==> config.mk <==
export PLATFORM = sky130hd
export DESIGN_NAME = ram_arbiter
export DESIGN_NICKNAME = d
export VERILOG_FILES = /design/src/rtl/ram_arbiter.sv
export SDC_FILE = /design/constraint.sdc
export NUM_CORES = 1
export LEC_CHECK = 0
export ABC_AREA = 1
export BUFFER_PORTS_ARGS = -buffer_cell sky130_fd_sc_hd__buf_2
export CORE_MARGIN = 1.5
export CORE_UTILIZATION = 50
export DETAILED_ROUTE_END_ITERATION = 6
export PLACE_DENSITY = 0.81
export SKIP_CTS_REPAIR_TIMING = 1
export SLEW_MARGIN = 25
export SYNTH_ARGS = -nofsm -noshare
export SYNTH_HDL_FRONTEND = slang
export SYNTH_SLANG_ARGS = --single-unit
==> constraint.sdc <==
create_clock -name pclk -period 2.8 [get_ports pclk]
set_clock_uncertainty 0.1 [all_clocks]
set_input_delay 0.28 -clock pclk [delete_from_list [all_inputs] [get_ports pclk]]
set_output_delay 0.28 -clock pclk [all_outputs]
set_load 0.03 [all_outputs]
==> src/rtl/ram_arbiter.sv <==
// ram_arbiter
//   Arbitrates N_REQ read requesters onto one synchronous ROM port (1-cycle
//   read latency). Requesters are served round-robin. A requester may hold
//   the port for a burst of up to MAX_BURST accesses by raising lock. Read
//   data returns two cycles after the accepting edge, tagged by a one-hot
//   rvalid.
//
// Ports
//   pclk      : clock, all state changes on the rising edge
//   rst       : asynchronous active-high reset
//   req       : per-requester read request
//   lock      : per-requester burst lock (only meaningful with req)
//   addr      : packed request addresses, requester i at [i*ADDR_W +: ADDR_W]
//   gnt       : one-hot combinational grant; accepted when req[i] & gnt[i]
//   rom_addr  : registered ROM address
//   rom_data  : ROM read data
//   rdata     : registered copy of rom_data, broadcast to all requesters
//   rvalid    : one-hot owner tag for rdata
module ram_arbiter #(
  parameter int N_REQ     = 4,
  parameter int ADDR_W    = 12,
  parameter int DATA_W    = 12,
  parameter int MAX_BURST = 8
) (
  input  logic                    pclk,
  input  logic                    rst,
  input  logic [N_REQ-1:0]        req,
  input  logic [N_REQ-1:0]        lock,
  input  logic [N_REQ*ADDR_W-1:0] addr,
  output logic [N_REQ-1:0]        gnt,
  output logic [ADDR_W-1:0]       rom_addr,
  input  logic [DATA_W-1:0]       rom_data,
  output logic [DATA_W-1:0]       rdata,
  output logic [N_REQ-1:0]        rvalid
);

  localparam int PTR_W = (N_REQ > 1) ? $clog2(N_REQ) : 1;
  localparam int CNT_W = $clog2(MAX_BURST + 1);

  typedef enum logic {
    ROUND_ROBIN = 1'b0,
    LOCKED      = 1'b1
  } state_t;

  state_t             state, state_n;
  logic [PTR_W-1:0]   ptr, ptr_n;
  logic [PTR_W-1:0]   owner, owner_n;
  logic [CNT_W-1:0]   burst_cnt, cnt_n;

  logic [N_REQ-1:0]   gnt_rr;
  logic [PTR_W-1:0]   idx;
  logic               found;
  logic               accept;
  logic [PTR_W-1:0]   win;
  logic [ADDR_W-1:0]  win_addr;

  logic [N_REQ-1:0]   vld_p0;
  logic [N_REQ-1:0]   vld_p1;

  // Successor of a requester index, wrapping at N_REQ.
  function automatic logic [PTR_W-1:0] ptr_inc(input logic [PTR_W-1:0] p);
    if (p == PTR_W'(N_REQ - 1)) return '0;
    else                        return p + 1'b1;
  endfunction

  // Round-robin search: first asserted req at or above ptr, wrapping.
  always_comb begin
    gnt_rr = '0;
    found  = 1'b0;
    idx    = '0;
    for (int k = 0; k < N_REQ; k++) begin
      idx = PTR_W'((int'(ptr) + k) % N_REQ);
      if (!found && req[idx]) begin
        gnt_rr[idx] = 1'b1;
        found       = 1'b1;
      end
    end
  end

  // While locked only the owner can be granted; gnt is forced low in reset.
  always_comb begin
    gnt = '0;
    if (!rst) begin
      if (state == LOCKED) gnt[owner] = req[owner];
      else                 gnt        = gnt_rr;
    end
  end

  // gnt is only ever high where req is high, so any gnt bit is an acceptance.
  always_comb begin
    accept   = |gnt;
    win      = '0;
    win_addr = '0;
    for (int i = 0; i < N_REQ; i++) begin
      if (gnt[i]) begin
        win      = PTR_W'(i);
        win_addr = addr[i*ADDR_W +: ADDR_W];
      end
    end
  end

  always_comb begin
    state_n = state;
    ptr_n   = ptr;
    owner_n = owner;
    cnt_n   = burst_cnt;
    case (state)
      ROUND_ROBIN: begin
        if (accept) begin
          // A burst limit of one leaves nothing to lock for.
          if (lock[win] && (MAX_BURST > 1)) begin
            state_n = LOCKED;
            owner_n = win;
            cnt_n   = CNT_W'(1);
          end else begin
            ptr_n = ptr_inc(win);
          end
        end
      end
      LOCKED: begin
        if (!req[owner]) begin
          state_n = ROUND_ROBIN;
          ptr_n   = ptr_inc(owner);
          cnt_n   = '0;
        end else if (!lock[owner] || (int'(burst_cnt) + 1 >= MAX_BURST)) begin
          // Final access of the burst; ptr moves past the owner so a forced
          // release reaches every other pending requester before the owner.
          state_n = ROUND_ROBIN;
          ptr_n   = ptr_inc(owner);
          cnt_n   = '0;
        end else begin
          cnt_n = burst_cnt + 1'b1;
        end
      end
      default: state_n = ROUND_ROBIN;
    endcase
  end

  always_ff @(posedge pclk or posedge rst) begin
    if (rst) begin
      state     <= ROUND_ROBIN;
      ptr       <= '0;
      owner     <= '0;
      burst_cnt <= '0;
    end else begin
      state     <= state_n;
      ptr       <= ptr_n;
      owner     <= owner_n;
      burst_cnt <= cnt_n;
    end
  end

  always_ff @(posedge pclk or posedge rst) begin
    if (rst) begin
      rom_addr <= '0;
      vld_p0   <= '0;
      vld_p1   <= '0;
      rvalid   <= '0;
      rdata    <= '0;
    end else begin
      // p0: accepting edge, address launched to the ROM
      if (accept) rom_addr <= win_addr;
      vld_p0 <= gnt;
      // p1: ROM registers the address, rom_data valid after this edge
      vld_p1 <= vld_p0;
      // output: capture ROM data alongside its owner tag
      rvalid <= vld_p1;
      rdata  <= rom_data;
    end
  end

endmodule
==> summary.txt <==
wire per inst - 13.37 um
min-delay worst type - primary input to flop
Async SR Flop Fraction - 100.0%
largest net degree at the start of global routing - 38
Leakage Power - 1.935 nW
pre-CTS WS - 0.09668 ns
delay-heaviest family, CP - simple AND/OR/NAND/NOR gates
NumNets Final - 538
Syn Inst Count - 326
Initial Util - 52.66%
HPWL after DPL - 5022 um
CTS buffer count - 5
crit path cell chain - inv_6 -> ha_4 -> inv_1 -> nand3_1 -> nand2_2 -> nand2_2 -> nor2_4 -> a21oi_2 -> nand3_2 -> nand3_4 -> clkinvlp_4 -> buf_2
Avg Inst Size Synth - 8.355 um2
max_slew headroom - 69.89%
Syn Nets - 408
Max VDD drop - 0.7677 mV
R2R cell count - 17
Core Util, Final - 70.17%
FMAX - 0.3775 GHz
Slew Limit Fails - 0
number of synthesized flops with an enable pin - 0
post-synth top area cell - dfrtp_1
YS warnings - 0
Post-route DRC - 0
routed wire length - 7044 um
Crit. End Element - output pin
Sink Count - 45
Seq/Total Area, Yosys - 41.34%
critical-path cell with the highest stage delay - dfrtp_1
worst skew pair latency - 0.31 ns
CTS max path bufs - 2
most used cell, CP - nand2_2
Cell variety after synth - 31
Fin Setup TNS - 0 ns
total number of vias - 2,688
measured slew at the worst slew-check pin - 0.4516 ns
final setup fails - 0
antenna fix cells - 0
H-tree depth - 2
FP Rows - 26
most frequent cell after synthesis - nand2_1
reg2reg setup slack - 0.23 ns
DR pass1 iterations - 4
DRT iter0 DRCs - 226
final hold vios - 0
Clock transition at path regs - 0.10 ns
layout cells sized above 1 - 38.95%
Final Power - 4.270 mW
Crit path depth - 12
Synth area leaders - dfrtp_1, nand2_1, nand3_1
Area Growth Syn to Fin - 33.26%
GR Util All Layers - 22.37%
Die Y-Extent - 76.81 um
data arrival time of the critical path - 2.27 ns
full die area - 0.005900 mm2
slowest cell delay on critical path - 0.43 ns
worst hold path stage count - 3
Buf/Inv on CP - 4
core area - 0.005172 mm2
Yosys top cell area share - 41.34%
max cap viols - 0
vias in the first global route - 2,444
setup ws final - 0.1513 ns
I/O Pins - 102
post-route minimum period - 2.649 ns
CP Data Required Time - 2.42 ns
status - completed
vias per std cell - 5.101
Yosys reg bits - 45
synthesized cell area - 0.002724 mm2
period utilization - 94.60%
Worst setup SP type - flop
pwr/cell area - 1176 mW/mm2
WS Path Type - flop to output pin
Die X - 76.81 um
GP Congestion - 0.9198
initial antenna violation count - 0
first-pass GRT wire length - 10,740 um
Port Buf Inserts - 101
Commonest cells post-synth - nand2_1, nand3_1, dfrtp_1
Max Fanout on Critical Path - 10
GRT Residual Overflow - 0
CTS tree - done
Main synth FF type - dfrtp_1
clk root buf - clkbuf_8
Routed Antenna Nets - 0
## power breakdown
group	total [mW]	switching (mW)	leakage [nW]	internal [mW]
Sequential	1.02	0.138	0.563	0.883
Clock	0.427	0.246	0.0447	0.180
Combinational	2.82	1.83	1.33	0.995
Total	4.27	2.21	1.93	2.06
## kinds of logic (layout without fill, tap and decap cells)
| family | after synthesis | after routing | share of synthesized area [%] |
|---|---|---|---|
| AO/OA/AOI/OAI | 29 | 29 | 6.477 |
| adder cells (fa/ha/maj) | 12 | 12 | 5.512 |
| buffers and inverters | 36 | 167 | 7.258 |
| flip-flops | 45 | 45 | 41.34 |
| AND/OR/NAND/NOR | 204 | 204 | 39.41 |
## tightest hold or removal path, delay by kind of cell
kind                   cells  cell delay, ns
buffers and inverters      1            0.07
AND/OR/NAND/NOR            2            0.12
## registers in the layout (all words and copies together), names as in the netlist
signal / cells
rdata: 12
vld_p0: 4
rvalid: 4
ptr: 2
rom_addr: 12
vld_p1: 4
burst_cnt: 4
owner: 2
state: 1
## layout make-up
| cell class | instances | area, um2 |
|---|---|---|
| Clock buffer | 5 | 68.82 |
| Timing Repair Buffer | 132 | 773.2 |
| Clock inverter | 3 | 25.02 |
| Fill cell | 376 | 1543 |
| Sequential cell | 45 | 1126 |
| Tap cell | 70 | 87.58 |
| Multi-Input combinational cell | 245 | 1428 |
| Inverter | 27 | 121.4 |
## through the flow
step | std cells | hold slack (ns) | instance area (um2)
finish | 527 | 0.08925 | 3630
global route | 527 | 0.1018 | 3630
CTS | 501 | -0.1489 | 3364
detailed placement | 493 | 0.1827 | 3271
global placement | 493 | 0.1901 | 3271
floorplan | 326 | 0.2114 | 2724
## routing by layer
metal,wire (um),vias up,GRT usage (%)
li1,-,1329,-
met1,2840,1247,27.57
met2,3744,100,38.85
met3,343,12,4.405
met4,116,0,7.778
met5,0,-,0
## path summary, 6_finish.rpt
path                                startpoint                  endpoint
min in group asynchronous                  rst   rom_addr[6]$_DFFE_PP0P_
max                         ptr[0]$_DFFE_PP0P_                    gnt[3]
min reg2reg                vld_p1[1]$_DFF_PP0_       rvalid[1]$_DFF_PP0_
max reg2reg                 ptr[0]$_DFFE_PP0P_  burst_cnt[3]$_DFFE_PP0P_
min                                   addr[41]   rom_addr[5]$_DFFE_PP0P_
max in group asynchronous                  rst       rvalid[2]$_DFF_PP0_
## placed cells by master (no fill, tap or decap), types with 4 or more instances in the layout
cell           count
nand2_1          102
buf_2            100
nand3_1           47
dfrtp_1           45
buf_4             19
inv_1             18
dlygate4sd3_1     13
nor2_1            11
ha_1              11
nand2_2           10
a21oi_1           10
o22ai_1            8
nand2_4            7
nand4_1            6
nand3_4            5
a21oi_2            5
nand3_2            5
o21ai_0            5
clkbuf_8           5
inv_2              4
No activity file was read; power rests on OpenSTA's default activity.
